**src/rtl/gpr_pkg.sv**
```systemverilog
// Shared types and constants for the GPR access controller.
// Contents:
//   DATA_W/NREG/AW   register width, register count, index width
//   reg_idx_t        register index
//   word_t           register/operand word
//   dec_req_t        decoded-instruction register usage
//   ex_bundle_t      operand bundle handed to execute
//   state_t          output-register occupancy state
//   sel_operand()    source operand select with write-back bypass
package gpr_pkg;

    localparam int unsigned DATA_W = 16;
    localparam int unsigned NREG   = 8;
    localparam int unsigned AW     = 3;

    typedef logic [AW-1:0]     reg_idx_t;
    typedef logic [DATA_W-1:0] word_t;

    typedef struct packed {
        reg_idx_t rs1;
        logic     rs1_en;
        reg_idx_t rs2;
        logic     rs2_en;
        reg_idx_t rd;
        logic     rd_en;
    } dec_req_t;

    typedef struct packed {
        word_t    op1;
        word_t    op2;
        reg_idx_t rd;
        logic     rd_en;
    } ex_bundle_t;

    typedef enum logic {EMPTY, FULL} state_t;

    // A disabled source reads as zero. A same-cycle write-back to the source
    // register wins over the (stale) register file contents.
    function automatic word_t sel_operand(input logic     en,
                                          input reg_idx_t rs,
                                          input word_t    rf_data,
                                          input logic     wb_valid,
                                          input reg_idx_t wb_rd,
                                          input word_t    wb_data);
        word_t op;
        op = '0;
        if (en) begin
            op = (wb_valid && (wb_rd == rs)) ? wb_data : rf_data;
        end
        return op;
    endfunction

endpackage

```
**src/rtl/gpr_access_ctrl_if.sv**
```systemverilog
// Bus bundle between the GPR access controller and its neighbours
// (decode, register file, write-back, execute).
// Modports:
//   slave   the controller side
//   master  the environment side (decode, GPR file, write-back, execute)
// Signal groups:
//   dec_*       decoded instruction in, dec_ready back-pressure out
//   rf_rd*/wr*  GPR read ports (addr out, data in) and write port (out)
//   wb_*        write-back result bus
//   ex_*        operand bundle to execute, valid/ready handshake
//   pending, stall_cnt, wb_err   debug/status
interface gpr_access_ctrl_if;
    import gpr_pkg::*;

    logic             dec_valid;
    logic             dec_ready;
    reg_idx_t         dec_rs1;
    reg_idx_t         dec_rs2;
    logic             dec_rs1_en;
    logic             dec_rs2_en;
    reg_idx_t         dec_rd;
    logic             dec_rd_en;

    logic             rf_rd1;
    logic             rf_rd2;
    reg_idx_t         rf_rd1_addr;
    reg_idx_t         rf_rd2_addr;
    word_t            rf_rd1_data;
    word_t            rf_rd2_data;

    logic             rf_wr;
    reg_idx_t         rf_wr_addr;
    word_t            rf_wr_data;

    logic             wb_valid;
    reg_idx_t         wb_rd;
    word_t            wb_data;

    logic             ex_valid;
    logic             ex_ready;
    word_t            ex_op1;
    word_t            ex_op2;
    reg_idx_t         ex_rd;
    logic             ex_rd_en;

    logic [NREG-1:0]  pending;
    logic [15:0]      stall_cnt;
    logic             wb_err;

    modport slave (
        input  dec_valid, dec_rs1, dec_rs2, dec_rs1_en, dec_rs2_en, dec_rd, dec_rd_en,
        output dec_ready,
        output rf_rd1, rf_rd2, rf_rd1_addr, rf_rd2_addr,
        input  rf_rd1_data, rf_rd2_data,
        output rf_wr, rf_wr_addr, rf_wr_data,
        input  wb_valid, wb_rd, wb_data,
        output ex_valid, ex_op1, ex_op2, ex_rd, ex_rd_en,
        input  ex_ready,
        output pending, stall_cnt, wb_err
    );

    modport master (
        output dec_valid, dec_rs1, dec_rs2, dec_rs1_en, dec_rs2_en, dec_rd, dec_rd_en,
        input  dec_ready,
        input  rf_rd1, rf_rd2, rf_rd1_addr, rf_rd2_addr,
        output rf_rd1_data, rf_rd2_data,
        input  rf_wr, rf_wr_addr, rf_wr_data,
        output wb_valid, wb_rd, wb_data,
        input  ex_valid, ex_op1, ex_op2, ex_rd, ex_rd_en,
        output ex_ready,
        input  pending, stall_cnt, wb_err
    );

endinterface

```
**src/rtl/gpr_scoreboard.sv**
```systemverilog
// Pending-destination scoreboard for the GPR access controller.
// Ports:
//   clk, rst             clock, synchronous active-high reset
//   set_en, set_idx      mark a register as having an in-flight write
//   clr_en, clr_idx      write-back completing for a register
//   look_idx[2:0]        registers to look up (rs1, rs2, rd)
//   look_busy[2:0]       looked-up register is pending and not being
//                        written back this cycle
//   pending              current scoreboard vector
//   wb_err               sticky: a write-back hit a non-pending register
module gpr_scoreboard
    import gpr_pkg::*;
(
    input  logic                 clk,
    input  logic                 rst,
    input  logic                 set_en,
    input  reg_idx_t             set_idx,
    input  logic                 clr_en,
    input  reg_idx_t             clr_idx,
    input  reg_idx_t [2:0]       look_idx,
    output logic [2:0]           look_busy,
    output logic [NREG-1:0]      pending,
    output logic                 wb_err
);

    logic [NREG-1:0] pending_q, pending_d;
    logic            wb_err_q;

    // Set is applied after clear so an accept that targets the register
    // being written back leaves it pending.
    always_comb begin
        pending_d = pending_q;
        if (clr_en) begin
            pending_d[clr_idx] = 1'b0;
        end
        if (set_en) begin
            pending_d[set_idx] = 1'b1;
        end
    end

    // The write-back in flight this cycle resolves the hazard, so it masks
    // the lookup (its data arrives through the bypass).
    always_comb begin
        look_busy = '0;
        for (int i = 0; i < 3; i++) begin
            look_busy[i] = pending_q[look_idx[i]] & ~(clr_en & (clr_idx == look_idx[i]));
        end
    end

    always_ff @(posedge clk) begin
        if (rst) begin
            pending_q <= '0;
            wb_err_q  <= 1'b0;
        end else begin
            pending_q <= pending_d;
            if (clr_en && !pending_q[clr_idx]) begin
                wb_err_q <= 1'b1;
            end
        end
    end

    assign pending = pending_q;
    assign wb_err  = wb_err_q;

endmodule

```
**src/rtl/gpr_access_ctrl.sv**
```systemverilog
// Requester-side controller for the 8x16 GPR file, between decode and
// execute. Drives both GPR read ports from the decode inputs, bypasses
// same-cycle write-back data, tracks in-flight destinations in a
// scoreboard, stalls decode on RAW/WAW hazards, registers the operand
// bundle towards execute behind a valid/ready handshake and forwards the
// write-back bus to the GPR write port.
// Ports:
//   clk, rst   clock, synchronous active-high reset
//   bus        gpr_access_ctrl_if.slave (decode, GPR ports, write-back,
//              execute handshake, pending/stall_cnt/wb_err status)
module gpr_access_ctrl
    import gpr_pkg::*;
(
    input  logic               clk,
    input  logic               rst,
    gpr_access_ctrl_if.slave   bus
);

    dec_req_t        req;
    state_t          state_q;
    ex_bundle_t      bundle_q;
    logic [15:0]     stall_cnt_q;

    word_t           op1, op2;
    reg_idx_t [2:0]  look_idx;
    logic [2:0]      look_busy;
    logic            hazard;
    logic            ex_valid;
    logic            dec_ready;
    logic            accept;

    always_comb begin
        req        = '0;
        req.rs1    = bus.dec_rs1;
        req.rs1_en = bus.dec_rs1_en;
        req.rs2    = bus.dec_rs2;
        req.rs2_en = bus.dec_rs2_en;
        req.rd     = bus.dec_rd;
        req.rd_en  = bus.dec_rd_en;
    end

    // GPR read ports follow decode directly; data returns combinationally.
    assign bus.rf_rd1      = bus.dec_valid & req.rs1_en;
    assign bus.rf_rd2      = bus.dec_valid & req.rs2_en;
    assign bus.rf_rd1_addr = req.rs1;
    assign bus.rf_rd2_addr = req.rs2;

    // Write-back goes straight to the GPR write port, even for a register
    // that was not pending (that case only raises wb_err).
    assign bus.rf_wr      = bus.wb_valid;
    assign bus.rf_wr_addr = bus.wb_rd;
    assign bus.rf_wr_data = bus.wb_data;

    assign op1 = sel_operand(req.rs1_en, req.rs1, bus.rf_rd1_data,
                             bus.wb_valid, bus.wb_rd, bus.wb_data);
    assign op2 = sel_operand(req.rs2_en, req.rs2, bus.rf_rd2_data,
                             bus.wb_valid, bus.wb_rd, bus.wb_data);

    assign look_idx = {req.rd, req.rs2, req.rs1};

    gpr_scoreboard u_scoreboard (
        .clk       (clk),
        .rst       (rst),
        .set_en    (accept & req.rd_en),
        .set_idx   (req.rd),
        .clr_en    (bus.wb_valid),
        .clr_idx   (bus.wb_rd),
        .look_idx  (look_idx),
        .look_busy (look_busy),
        .pending   (bus.pending),
        .wb_err    (bus.wb_err)
    );

    assign hazard = (req.rs1_en & look_busy[0]) |
                    (req.rs2_en & look_busy[1]) |
                    (req.rd_en  & look_busy[2]);

    assign ex_valid = (state_q == FULL);

    // Independent of dec_valid so decode can use it to steer issue.
    assign dec_ready = ~hazard & (~ex_valid | bus.ex_ready);
    assign accept    = bus.dec_valid & dec_ready;

    // Output register and occupancy state. The bundle only loads on accept,
    // and accept while FULL requires ex_ready, so the bundle is held stable
    // while execute back-pressures.
    always_ff @(posedge clk) begin
        if (rst) begin
            state_q     <= EMPTY;
            bundle_q    <= '0;
            stall_cnt_q <= '0;
        end else begin
            unique case (state_q)
                EMPTY: begin
                    if (accept) begin
                        state_q <= FULL;
                    end
                end
                FULL: begin
                    if (bus.ex_ready && !accept) begin
                        state_q <= EMPTY;
                    end
                end
            endcase

            if (accept) begin
                bundle_q.op1   <= op1;
                bundle_q.op2   <= op2;
                bundle_q.rd    <= req.rd;
                bundle_q.rd_en <= req.rd_en;
            end

            // Only hazard stalls count; back-pressure stalls do not.
            if (bus.dec_valid && hazard && (stall_cnt_q != 16'hFFFF)) begin
                stall_cnt_q <= stall_cnt_q + 16'd1;
            end
        end
    end

    assign bus.dec_ready = dec_ready;
    assign bus.ex_valid  = ex_valid;
    assign bus.ex_op1    = bundle_q.op1;
    assign bus.ex_op2    = bundle_q.op2;
    assign bus.ex_rd     = bundle_q.rd;
    assign bus.ex_rd_en  = bundle_q.rd_en;
    assign bus.stall_cnt = stall_cnt_q;

endmodule
```
**src/flat_wrapper.sv**
```systemverilog
// flat-port wrapper written by rule: the top's interface ports become plain ports
module gpr_access_ctrl_flat import gpr_pkg::*;
  (clk, rst, bus_dec_valid, bus_dec_rs1, bus_dec_rs2, bus_dec_rs1_en, bus_dec_rs2_en, bus_dec_rd, bus_dec_rd_en, bus_dec_ready, bus_rf_rd1, bus_rf_rd2, bus_rf_rd1_addr, bus_rf_rd2_addr, bus_rf_rd1_data, bus_rf_rd2_data, bus_rf_wr, bus_rf_wr_addr, bus_rf_wr_data, bus_wb_valid, bus_wb_rd, bus_wb_data, bus_ex_valid, bus_ex_op1, bus_ex_op2, bus_ex_rd, bus_ex_rd_en, bus_ex_ready, bus_pending, bus_stall_cnt, bus_wb_err);
  gpr_access_ctrl_if bus_i ();
  input  logic clk;
  input  logic rst;
  input wire logic [$bits(bus_i.dec_valid)-1:0] bus_dec_valid;
  input wire logic [$bits(bus_i.dec_rs1)-1:0] bus_dec_rs1;
  input wire logic [$bits(bus_i.dec_rs2)-1:0] bus_dec_rs2;
  input wire logic [$bits(bus_i.dec_rs1_en)-1:0] bus_dec_rs1_en;
  input wire logic [$bits(bus_i.dec_rs2_en)-1:0] bus_dec_rs2_en;
  input wire logic [$bits(bus_i.dec_rd)-1:0] bus_dec_rd;
  input wire logic [$bits(bus_i.dec_rd_en)-1:0] bus_dec_rd_en;
  output wire logic [$bits(bus_i.dec_ready)-1:0] bus_dec_ready;
  output wire logic [$bits(bus_i.rf_rd1)-1:0] bus_rf_rd1;
  output wire logic [$bits(bus_i.rf_rd2)-1:0] bus_rf_rd2;
  output wire logic [$bits(bus_i.rf_rd1_addr)-1:0] bus_rf_rd1_addr;
  output wire logic [$bits(bus_i.rf_rd2_addr)-1:0] bus_rf_rd2_addr;
  input wire logic [$bits(bus_i.rf_rd1_data)-1:0] bus_rf_rd1_data;
  input wire logic [$bits(bus_i.rf_rd2_data)-1:0] bus_rf_rd2_data;
  output wire logic [$bits(bus_i.rf_wr)-1:0] bus_rf_wr;
  output wire logic [$bits(bus_i.rf_wr_addr)-1:0] bus_rf_wr_addr;
  output wire logic [$bits(bus_i.rf_wr_data)-1:0] bus_rf_wr_data;
  input wire logic [$bits(bus_i.wb_valid)-1:0] bus_wb_valid;
  input wire logic [$bits(bus_i.wb_rd)-1:0] bus_wb_rd;
  input wire logic [$bits(bus_i.wb_data)-1:0] bus_wb_data;
  output wire logic [$bits(bus_i.ex_valid)-1:0] bus_ex_valid;
  output wire logic [$bits(bus_i.ex_op1)-1:0] bus_ex_op1;
  output wire logic [$bits(bus_i.ex_op2)-1:0] bus_ex_op2;
  output wire logic [$bits(bus_i.ex_rd)-1:0] bus_ex_rd;
  output wire logic [$bits(bus_i.ex_rd_en)-1:0] bus_ex_rd_en;
  input wire logic [$bits(bus_i.ex_ready)-1:0] bus_ex_ready;
  output wire logic [$bits(bus_i.pending)-1:0] bus_pending;
  output wire logic [$bits(bus_i.stall_cnt)-1:0] bus_stall_cnt;
  output wire logic [$bits(bus_i.wb_err)-1:0] bus_wb_err;
  assign bus_i.dec_valid = bus_dec_valid;
  assign bus_i.dec_rs1 = bus_dec_rs1;
  assign bus_i.dec_rs2 = bus_dec_rs2;
  assign bus_i.dec_rs1_en = bus_dec_rs1_en;
  assign bus_i.dec_rs2_en = bus_dec_rs2_en;
  assign bus_i.dec_rd = bus_dec_rd;
  assign bus_i.dec_rd_en = bus_dec_rd_en;
  assign bus_dec_ready = bus_i.dec_ready;
  assign bus_rf_rd1 = bus_i.rf_rd1;
  assign bus_rf_rd2 = bus_i.rf_rd2;
  assign bus_rf_rd1_addr = bus_i.rf_rd1_addr;
  assign bus_rf_rd2_addr = bus_i.rf_rd2_addr;
  assign bus_i.rf_rd1_data = bus_rf_rd1_data;
  assign bus_i.rf_rd2_data = bus_rf_rd2_data;
  assign bus_rf_wr = bus_i.rf_wr;
  assign bus_rf_wr_addr = bus_i.rf_wr_addr;
  assign bus_rf_wr_data = bus_i.rf_wr_data;
  assign bus_i.wb_valid = bus_wb_valid;
  assign bus_i.wb_rd = bus_wb_rd;
  assign bus_i.wb_data = bus_wb_data;
  assign bus_ex_valid = bus_i.ex_valid;
  assign bus_ex_op1 = bus_i.ex_op1;
  assign bus_ex_op2 = bus_i.ex_op2;
  assign bus_ex_rd = bus_i.ex_rd;
  assign bus_ex_rd_en = bus_i.ex_rd_en;
  assign bus_i.ex_ready = bus_ex_ready;
  assign bus_pending = bus_i.pending;
  assign bus_stall_cnt = bus_i.stall_cnt;
  assign bus_wb_err = bus_i.wb_err;
  gpr_access_ctrl u_core (.clk(clk), .rst(rst), .bus(bus_i));
endmodule
```
**config.mk**
```make
export PLATFORM = sky130hd
export DESIGN_NAME = gpr_access_ctrl_flat
export DESIGN_NICKNAME = d
export VERILOG_FILES = /design/src/rtl/gpr_pkg.sv /design/src/rtl/gpr_access_ctrl_if.sv /design/src/rtl/gpr_scoreboard.sv /design/src/rtl/gpr_access_ctrl.sv /design/src/flat_wrapper.sv
export SDC_FILE = /design/constraint.sdc
export NUM_CORES = 1
export LEC_CHECK = 0
export ABC_AREA = 1
export BUFFER_PORTS_ARGS = -buffer_cell sky130_fd_sc_hd__buf_2
export CAP_MARGIN = 20
export CORE_ASPECT_RATIO = 0.5
export CORE_MARGIN = 1.5
export CORE_UTILIZATION = 50
export CTS_BUF_LIST = sky130_fd_sc_hd__clkbuf_2 sky130_fd_sc_hd__clkbuf_4 sky130_fd_sc_hd__clkbuf_8
export DETAILED_ROUTE_END_ITERATION = 8
export PLACE_DENSITY = 0.93
export SLEW_MARGIN = 10
export SYNTH_ARGS = -nofsm -noshare
export SYNTH_HDL_FRONTEND = slang
export SYNTH_SLANG_ARGS = --single-unit
```
**constraint.sdc**
```tcl
create_clock -name clk -period 2.59 [get_ports clk]
set_clock_uncertainty 0.15 [all_clocks]
set_input_delay 0.1295 -clock clk [delete_from_list [all_inputs] [get_ports clk]]
set_output_delay 0.1295 -clock clk [all_outputs]
set_load 0.1 [all_outputs]
```
==> impl_metrics.toml, run 1 <==
[sta]
rsz0062_at_grt = "no"
hold_viol = 0
slew_headroom_pct = 44.70
worst_slew_pin_slew_ns = 0.8296
post-route-min-period_ns = 2.454
max_freq_mhz = 407.5
slew_violations = 0
finalCritPeriodShare_pct = 94.76
tns_ns = 0
setup_viol = 0

[power]
p_per_area_mw_per_mm2 = 592.3
p_leak_nw = 2.262
peakVddDrop_mv = 0.3051
switching_share_pct = 40.08
pwr-share-clk_pct = 31.6
comb_power_share_pct = 32.7
p_int_mw = 1.695
power_switching_mw = 1.134
seq_power_share_pct = 35.8

[clock_tree]
cts_tree = "done"
clk_latency_ns = 0.34
cts-buffers-inserted = 9
cts.sink_count = 62
clockBufferDepth = 2
h-tree-depth = 3
cts_setup_buffers = 0
clk_pin_slew_ns = 0.07
cts-root-buf = "clkbuf_8"

[cells_and_area]
antenna_cells = 0
layout_commonest_cell = "nand2_1"
drive_gt1_share_pct = 27.20
fillers = 679
design_area_sq_mm = 0.004776
multi_input_area_sq_mm = 0.002098
finish.utilization_pct = 64.26
final_cell_mix = "185 x nand2_1, 157 x buf_2, 93 x a21oi_1, 73 x nand3_1, 60 x dfxtp_1"
area_growth_pct = 23.05
instances_no_fill = 835
fin_nets = 804
regArea_sq_mm = 0.001244

[global_routing]
grt_pass1_wl_um = 19400
antenna_found_initial = 0
first_global_vias = 4055
grt_max_degree = 42
grtUsageTotal_pct = 28.95
grt-ovfl-total = 0

[drt]
drt-initial-drc-count = 344
met1Wirelength_um = 4957
wl_um = 11920
route.met3.wl_um = 975
wl_per_cell_um = 14.27
wl_met2_um = 5879
vias_per_cell = 5.374
drc = 0
routed.top_layer = "met4"
ant_nets = 0
dr.pass1.iters = 5
route.vias.total = 4487

[synth]
syn_nets = 680
yosysUniqueCellTypes = 30
ys_seq_area_share_pct = 31.98
syn_area_sq_mm = 0.003881
yosysWarnings = 0
syn_inst = 611
syn_area_per_cell_sq_um = 6.352
ys_ff_latch = 62

[placement]
post-place-cells = 816
placed_area_sq_mm = 0.004514
place.gp.congestion = 0.9096
dp_hpwl_um = 8397
port_buffers = 158

[critical_path]
crit_type = "input pin to primary output"
cp-end-kind = "primary output"
cp_max_fo = 17
worstPathRequired_ns = 2.31
crit_path_start_kind = "input pin"
cp.arrival_ns = 2.17

[floorplanning]
fp.coreArea_sq_mm = 0.007432
start_util_pct = 52.22
die-area_sq_mm = 0.008332
rows = 22
boundaryPins = 159
dieHeight_um = 65.30
die_x_um = 127.6

[run_status]
status = "finished, final reports clean"

[worst_hold_path]
timing.hold.worst.class = "input pin to flip-flop"

[flow_run]
max_cap_violations = 0
kinds of logic (layout without fill, tap and decap cells):
| kind of cell | Yosys count | count (layout) | synth area share [%] |
|---|---|---|---|
| flip-flops | 62 | 62 | 31.98 |
| adder cells (fa/ha/maj) | 1 | 1 | 0.3223 |
| XOR/XNOR | 14 | 14 | 3.159 |
| AND/OR/NAND/NOR | 320 | 320 | 35.98 |
| AO/OA/AOI/OAI | 108 | 108 | 14.25 |
| buffers and inverters | 106 | 234 | 14.31 |
critical path, cell delays in order:
cell           delay, ns
dlygate4sd3_1       0.52
buf_2               0.20
inv_1               0.12
nor3_1              0.29
nand2_1             0.09
nand2_1             0.07
nor2_1              0.04
nand2_1             0.10
nand3_4             0.10
nor2_8              0.29
buf_12              0.22
power by group through the flow:
stage | clock network (mW) | registers (mW) | logic, mW
3_5_place_dp | 0 | 1.03 | 0.908
3_3_place_gp | 0 | 1.03 | 0.897
5_1_grt | 0.953 | 1.01 | 0.978
2_1_floorplan | 0 | 1.28 | 0.504
4_1_cts | 0.902 | 1.01 | 0.914
6_report | 0.892 | 1.01 | 0.924
flip-flops by register name, indices dropped and copies added (netlist names):
signal	flops
u_core.u_scoreboard.wb_err	1
u_core.bus.ex_valid	1
u_core.bus.ex_rd	3
u_core.bus.ex_op1	16
u_core.bus.stall_cnt	16
u_core.u_scoreboard.pending	8
u_core.bus.ex_op2	16
u_core.bus.ex_rd_en	1
final cells by class:
type | instances | area share, %
multi-input cells | 443 | 43.93
flip-flops and latches | 62 | 26.04
repair buffers | 171 | 19.39
inverters | 48 | 3.773
clock buffers | 12 | 3.458
well taps | 96 | 2.515
clock inverters | 3 | 0.8908
per-layer routing:
metal | track usage, % | up-vias
met1 | 35.65 | 2053
met4 | 7.303 | 0
met5 | 0 | -
li1 | - | 2219
met3 | 6.840 | 12
met2 | 51.69 | 203
stage by stage:
stage	hold WS (ns)	setup slack [ns]	total power, mW
2_1_floorplan	0.1535	0.01673	1.784
3_3_place_gp	0.2634	0.4761	1.929
3_5_place_dp	0.2619	0.3724	1.940
4_1_cts	0.009392	0.1678	2.828
5_1_grt	0.03043	0.01038	2.946
6_report	0.02033	0.1358	2.829
worst paths after layout:
kind,from,end,slack (ns),cells past startpoint
setup / recovery,bus_dec_rd[0],bus_dec_ready,0.14,11
hold / removal,bus_rf_rd2_data[4],u_core.bus.ex_op2[4],0.02,5
setup reg to reg,u_core.bus.stall_cnt[0],u_core.bus.stall_cnt[1],0.47,9
hold reg to reg,u_core.bus.ex_op1[9],u_core.bus.ex_op1[9],0.30,2
cells in the mapped netlist, drive strengths merged:
library cell | count | area share (%)
nand4 | 11 | 1.8
clkinv | 2 | 0.19
inv | 46 | 4.4
nor2 | 31 | 3.5
a21oi | 95 | 12
xnor2 | 5 | 1.1
o2111ai | 1 | 0.23
and3 | 1 | 0.16
nand2 | 191 | 19
buf | 42 | 8.1
xor2 | 9 | 2.0
ha | 1 | 0.32
nor4 | 1 | 0.16
nand3 | 74 | 9.9
dfxtp | 62 | 32
o22ai | 1 | 0.16
clkbuf | 16 | 1.5
o21ai | 11 | 1.4
nor3 | 11 | 1.5
repair_timing:
action | 4_1_cts | 5_1_grt
setup endpoints to repair | 0 | 14
hold buffers | 4 | 0
gates resized for setup | 0 | 2
endpoints found under the hold margin | 4 | 0
Power figures use the tool's default switching activity.
==> run 2, diff against run 1 <==
ABC_AREA = default   (was 1)
CORE_UTILIZATION = 49   (was 50)
PLACE_DENSITY = 0.84   (was 0.93)
==> impl_metrics.toml, run 2 <==
[power]
p_int_mw = 1.667
seq_power_share_pct = 36.9
pwr-share-clk_pct = 31.1
comb_power_share_pct = 31.9
power_switching_mw = 1.035
peakVddDrop_mv = 0.4074
p_leak_nw = 1.989
switching_share_pct = 38.30
p_per_area_mw_per_mm2 = 584.9

[sta]
slew_headroom_pct = 66.70
rsz0062_at_grt = "yes"
setup_viol = 0
finalCritPeriodShare_pct = 96.17
slew_violations = 0
post-route-min-period_ns = 2.491
hold_viol = 0
whs_ns = 0.01504
worst_slew_pin_slew_ns = 0.4975
max_freq_mhz = 401.5

[critical_path]
cp-end-kind = "flip-flop"
crit_type = "flip-flop to flip-flop"
cp.arrival_ns = 2.61
worstPathRequired_ns = 2.71
cp_max_fo = 40
crit_path_start_kind = "flip-flop"

[synth]
synth_edf_count = 0
synth-simple-area-share_pct = 22.48
yosysUniqueCellTypes = 45
ys_seq_area_share_pct = 34.79
synth-main-ff-cell = "dfxtp_1"
synth.largest_area_cell = "dfxtp_1"
syn_area_per_cell_sq_um = 8.874
yosysWarnings = 0
yosysTopAreaCellShare_pct = 34.79
synth_compound_area_share_pct = 13.57
synth_xor_xnor_area_share_pct = 2.455
synth_top_family_by_area = "simple AND/OR/NAND/NOR gates"
async_reset_ff_share_pct = 0
synth_most_common_cell = "dfxtp_1"
synth.area.top_cells = "dfxtp_1 35%, mux2_2 12%, a21oi_1 6.3%"
syn_nets = 471
ys_ff_latch = 62
synth_fa_ha_area_share_pct = 0.3508
muxShareOfSynthArea_pct = 16.73
netlist_top_cells_count = "62 x dfxtp_1, 45 x a21oi_1, 38 x nand3_1"
syn_area_sq_mm = 0.003567
syn_inst = 402

[placement]
place.gp.congestion = 0.8613
port_buffers = 158
dp_hpwl_um = 7098
post-place-cells = 610

[global_routing]
grt_pass1_wl_um = 15040
antenna_found_initial = 0
grtUsageTotal_pct = 24.58
grt_max_degree = 41
grt-ovfl-total = 0
first_global_vias = 3192

[cells_and_area]
layout_commonest_cell = "buf_2"
drive_gt1_share_pct = 48.60
fillers = 595
area_growth_pct = 29.50
final_cell_mix = "156 x buf_2, 45 x a21oi_1, 40 x dfxtp_1, 38 x nand3_1, 37 x mux2_2"
antenna_cells = 0
fin_nets = 601
instances_no_fill = 629

[drt]
dr.pass1.iters = 4
ant_nets = 0
vias_per_cell = 5.459
drc = 0
drt-initial-drc-count = 109
wl_um = 9504
met1Wirelength_um = 3989
route.vias.total = 3434
routed.top_layer = "met4"
wl_per_cell_um = 15.11
wl_met2_um = 4766
route.met3.wl_um = 548

[clock_tree]
clk_latency_ns = 0.35
h-tree-depth = 3
cts_setup_buffers = 0
cts-root-buf = "clkbuf_8"
cts_tree = "done"
clockBufferDepth = 2
cts.sink_count = 62
cts-buffers-inserted = 9
clk_pin_slew_ns = 0.07

[floorplanning]
rows = 21
boundaryPins = 159
die_x_um = 123.7
die-area_sq_mm = 0.007832
start_util_pct = 52.02
fp.coreArea_sq_mm = 0.006858
dieHeight_um = 63.33

[worst_hold_path]
timing.hold.worst.class = "input pin to flip-flop"

[run_status]
status = "finished, final reports clean"

[flow_run]
max_cap_violations = 0
## run 2: cell types whose count changed in the layout (fill, tap and decap cells not counted), sizes merged, moves of 8 or more
cell    previous run  this run
mux2               0        37
nor3              11         0
nor2              31        12
nand2b             0        36
nand3             74        39
nand2            191        13
or3                0        10
a21oi             95        45
inv               46         3
xor2               9         1
mux2i              0         9
## run 2: final timing paths
| kind | from | endpoint | slack [ns] | depth (start not counted) |
|---|---|---|---|---|
| min reg2reg | u_core.bus.ex_op2[3] | u_core.bus.ex_op2[3] | 0.32 | 2 |
| min | bus_dec_rd[1] | u_core.bus.ex_rd[1] | 0.02 | 3 |
| max reg2reg | u_core.u_scoreboard.pending[3] | u_core.bus.ex_op2[8] | 0.1 | 8 |
| max | u_core.u_scoreboard.pending[3] | u_core.bus.ex_op2[8] | 0.1 | 8 |
## run 2: per-stage QoR
stage	setup slack, ns	TNS [ns]	power, mW	utilization [%]	area, sq um
finish	0.09928	0	2.702	67.36	4619
global route	-0.0003184	-0.0003184	2.807	67.36	4619
CTS	0.07015	0	2.713	67.18	4607
detailed placement	0.09798	0	1.873	63.84	4378
global placement	0.1639	0	1.864	63.84	4378
floorplan	-0.1067	-0.1078	1.716	-	3647
## run 2: cells by family (layout without fill, tap and decap cells)
kind of cell,count (synthesis),count (layout)
and+or+nand+nor,136,136
AOI/OAI and AO/OA,83,83
DFF,62,62
buffers and inverters,60,195
muxes,50,50
xor gates and xnor gates,10,10
adders and majority gates,1,1
## run 2: worst max-delay path: stages, from the launching register on
cell and delay [ns]:
dfxtp_4 0.36, mux4_2 0.46, mux2_2 0.28, and3_4 0.20, nor4b_4 0.32, buf_6 0.19, buf_12 0.18, nand3_1 0.10
a21oi_1 0.16
## run 2: cell type report
type | count | area [sq um] | share of cell area (%)
timing repair buffer | 175 | 975.9 | 21.13
tap | 92 | 115.1 | 2.492
clock buffer | 10 | 137.6 | 2.979
clock inverter | 6 | 61.31 | 1.327
multi-input combinational | 280 | 2011 | 43.53
sequential | 62 | 1304 | 28.22
inverter | 4 | 15.01 | 0.3250
## run 2: per-layer routing
layer / vias to the layer above / GRT usage (%)
met5: - / 0
met4: 0 / 10.49
met3: 18 / 5.344
met2: 118 / 42.27
met1: 1616 / 29.59
li1: 1682 / -
## run 2: repair_timing
item,CTS,global route
hold buffers,3,0
endpoints found under the hold margin,4,0
setup endpoints to repair,0,15
resized for setup,0,5
## run 2: power groups by stage
stage                     combinational (mW)  sequential, mW  clock, mW
final                                  0.863           0.997      0.842
after CTS                              0.860           0.997      0.856
after global routing                   0.902            1.00      0.904
after global placement                 0.847            1.02          0
after detailed placement               0.854            1.02          0
after floorplan                        0.451            1.27          0
==> run 3, diff against run 2 <==
ABC_AREA = 1   (was default)
CORE_UTILIZATION = 50   (was 49)
==> impl_metrics.toml, run 3 (synthesized netlist as in run 1, its figures left out) <==
[sta]
worst_slack_ns = 0.2288
slew_headroom_pct = 61.28
max_freq_mhz = 423.5
rsz0062_at_grt = "no"
setup_viol = 0
finalCritPeriodShare_pct = 91.16
post-route-min-period_ns = 2.361
slew_violations = 0
whs_ns = 0.02098
hold_viol = 0
tns_ns = 0
worst_slew_pin_slew_ns = 0.5807

[critical_path]
critPathBufInv = 4
cp.arrival_ns = 2.43
crit_path_frequent_cell = "nand2_1"
crit_type = "input pin to flip-flop"
path_cells = "dlygate4sd3_1 > buf_2 > inv_1 > nand3_1 > nor2_1 > nor2_1 > nand2_1 > nor2_1 > nand2_1 > nand3_4 > nand2_1 > inv_2 > nand2_2 > nand2_1 > a21oi_1"
cpLargestDelayFamily = "buffers and inverters"
slowest_delay_ns = 0.52
cp_max_fo = 18
worstPathRequired_ns = 2.66
crit_path_start_kind = "input pin"
cpMaxStageDelayCell = "dlygate4sd3_1"
cp-end-kind = "flip-flop"

[cells_and_area]
instances_no_fill = 837
antenna_cells = 0
fin_nets = 805
final_cell_mix = "185 x nand2_1, 157 x buf_2, 93 x a21oi_1, 73 x nand3_1, 60 x dfxtp_1"
finish.utilization_pct = 64.34
design_area_sq_mm = 0.004782
area_growth_pct = 23.21
layout_commonest_cell = "nand2_1"
drive_gt1_share_pct = 27.26

[floorplanning]
fp.coreArea_sq_mm = 0.007432
boundaryPins = 159
die_x_um = 127.6
start_util_pct = 52.22
die-area_sq_mm = 0.008332
rows = 22
dieHeight_um = 65.30

[power]
peakVddDrop_mv = 0.3429
switching_share_pct = 39.89
p_int_mw = 1.728
comb_power_share_pct = 31.8
seq_power_share_pct = 35.2
p_leak_nw = 2.272
p_per_area_mw_per_mm2 = 601.2
power_switching_mw = 1.147
pwr-share-clk_pct = 33.0
power_mw = 2.875

[clock_tree]
cts_tree = "done"
clockBufferDepth = 2
clk_latency_ns = 0.33
cts-buffers-inserted = 9
cts.sink_count = 62
clk_pin_slew_ns = 0.08
cts-root-buf = "clkbuf_8"
h-tree-depth = 3
cts_setup_buffers = 0

[placement]
port_buffers = 158
place.gp.congestion = 0.9833
dp_hpwl_um = 8049
placed_area_sq_mm = 0.004514
post-place-cells = 816
post-place-ws_ns = 0.4293

[flow_run]
max_cap_violations = 0

[drt]
wl_um = 11390
ant_nets = 0
dr.pass1.iters = 5
wl_per_cell_um = 13.60
route.vias.total = 4507
vias_per_cell = 5.385
drt-initial-drc-count = 428
drc = 0

[global_routing]
grtUsageTotal_pct = 27.47
antenna_found_initial = 0
grt_max_degree = 38
grt_pass1_wl_um = 18430
first_global_vias = 3981
grt-ovfl-total = 0

[run_status]
status = "finished, final reports clean"

[worst_hold_path]
timing.hold.worst.class = "input pin to flip-flop"
## run 3: power by group through the flow
stage / combinational, mW / clock (mW) / sequential, mW
2_1_floorplan: 0.504 / 0 / 1.28
3_3_place_gp: 0.898 / 0 / 1.03
3_5_place_dp: 0.905 / 0 / 1.03
4_1_cts: 0.913 / 0.962 / 1.01
5_1_grt: 0.967 / 1.01 / 1.02
6_report: 0.915 / 0.948 / 1.01
## run 3: path summary, 6_finish.rpt
check / startpoint / endpoint / slack [ns] / depth (start not counted)
setup / recovery: bus_dec_rd[0] / u_core.bus.stall_cnt[9] / 0.23 / 15
hold reg to reg: u_core.bus.ex_op2[10] / u_core.bus.ex_op2[10] / 0.31 / 2
setup reg to reg: u_core.u_scoreboard.pending[1] / u_core.bus.stall_cnt[9] / 0.40 / 11
hold / removal: bus_rf_rd1_data[14] / u_core.bus.ex_op1[14] / 0.02 / 5
## run 3: worst min-delay path, stage by stage
cell,delay (ns)
buf_2,0.09
nand2_1,0.05
a21oi_1,0.06
nand3_1,0.07
a21oi_1,0.06
## run 3: layer usage
metal | part of all wire [%] | up-vias | track usage (%)
met4 | 1.8 | 0 | 9.129
li1 | - | 2220 | -
met3 | 7.4 | 21 | 5.945
met2 | 49 | 184 | 47.91
met1 | 42 | 2082 | 34.20
met5 | 0 | - | 0
## run 3: what timing repair did
action | CTS | global route
setup endpoints to repair | 0 | 0
gates resized for setup | 0 | 0
hold buffers | 5 | 0
hold endpoints to repair | 8 | 0
## run 3: cell type report
cell class	instances	area, sq um
inverter	48	180.2
timing repair buffer	172	935.9
clock buffer	10	131.4
sequential	62	1244
clock inverter	6	86.33
tap	96	120.1
multi-input combinational	443	2085
fill	724	2650
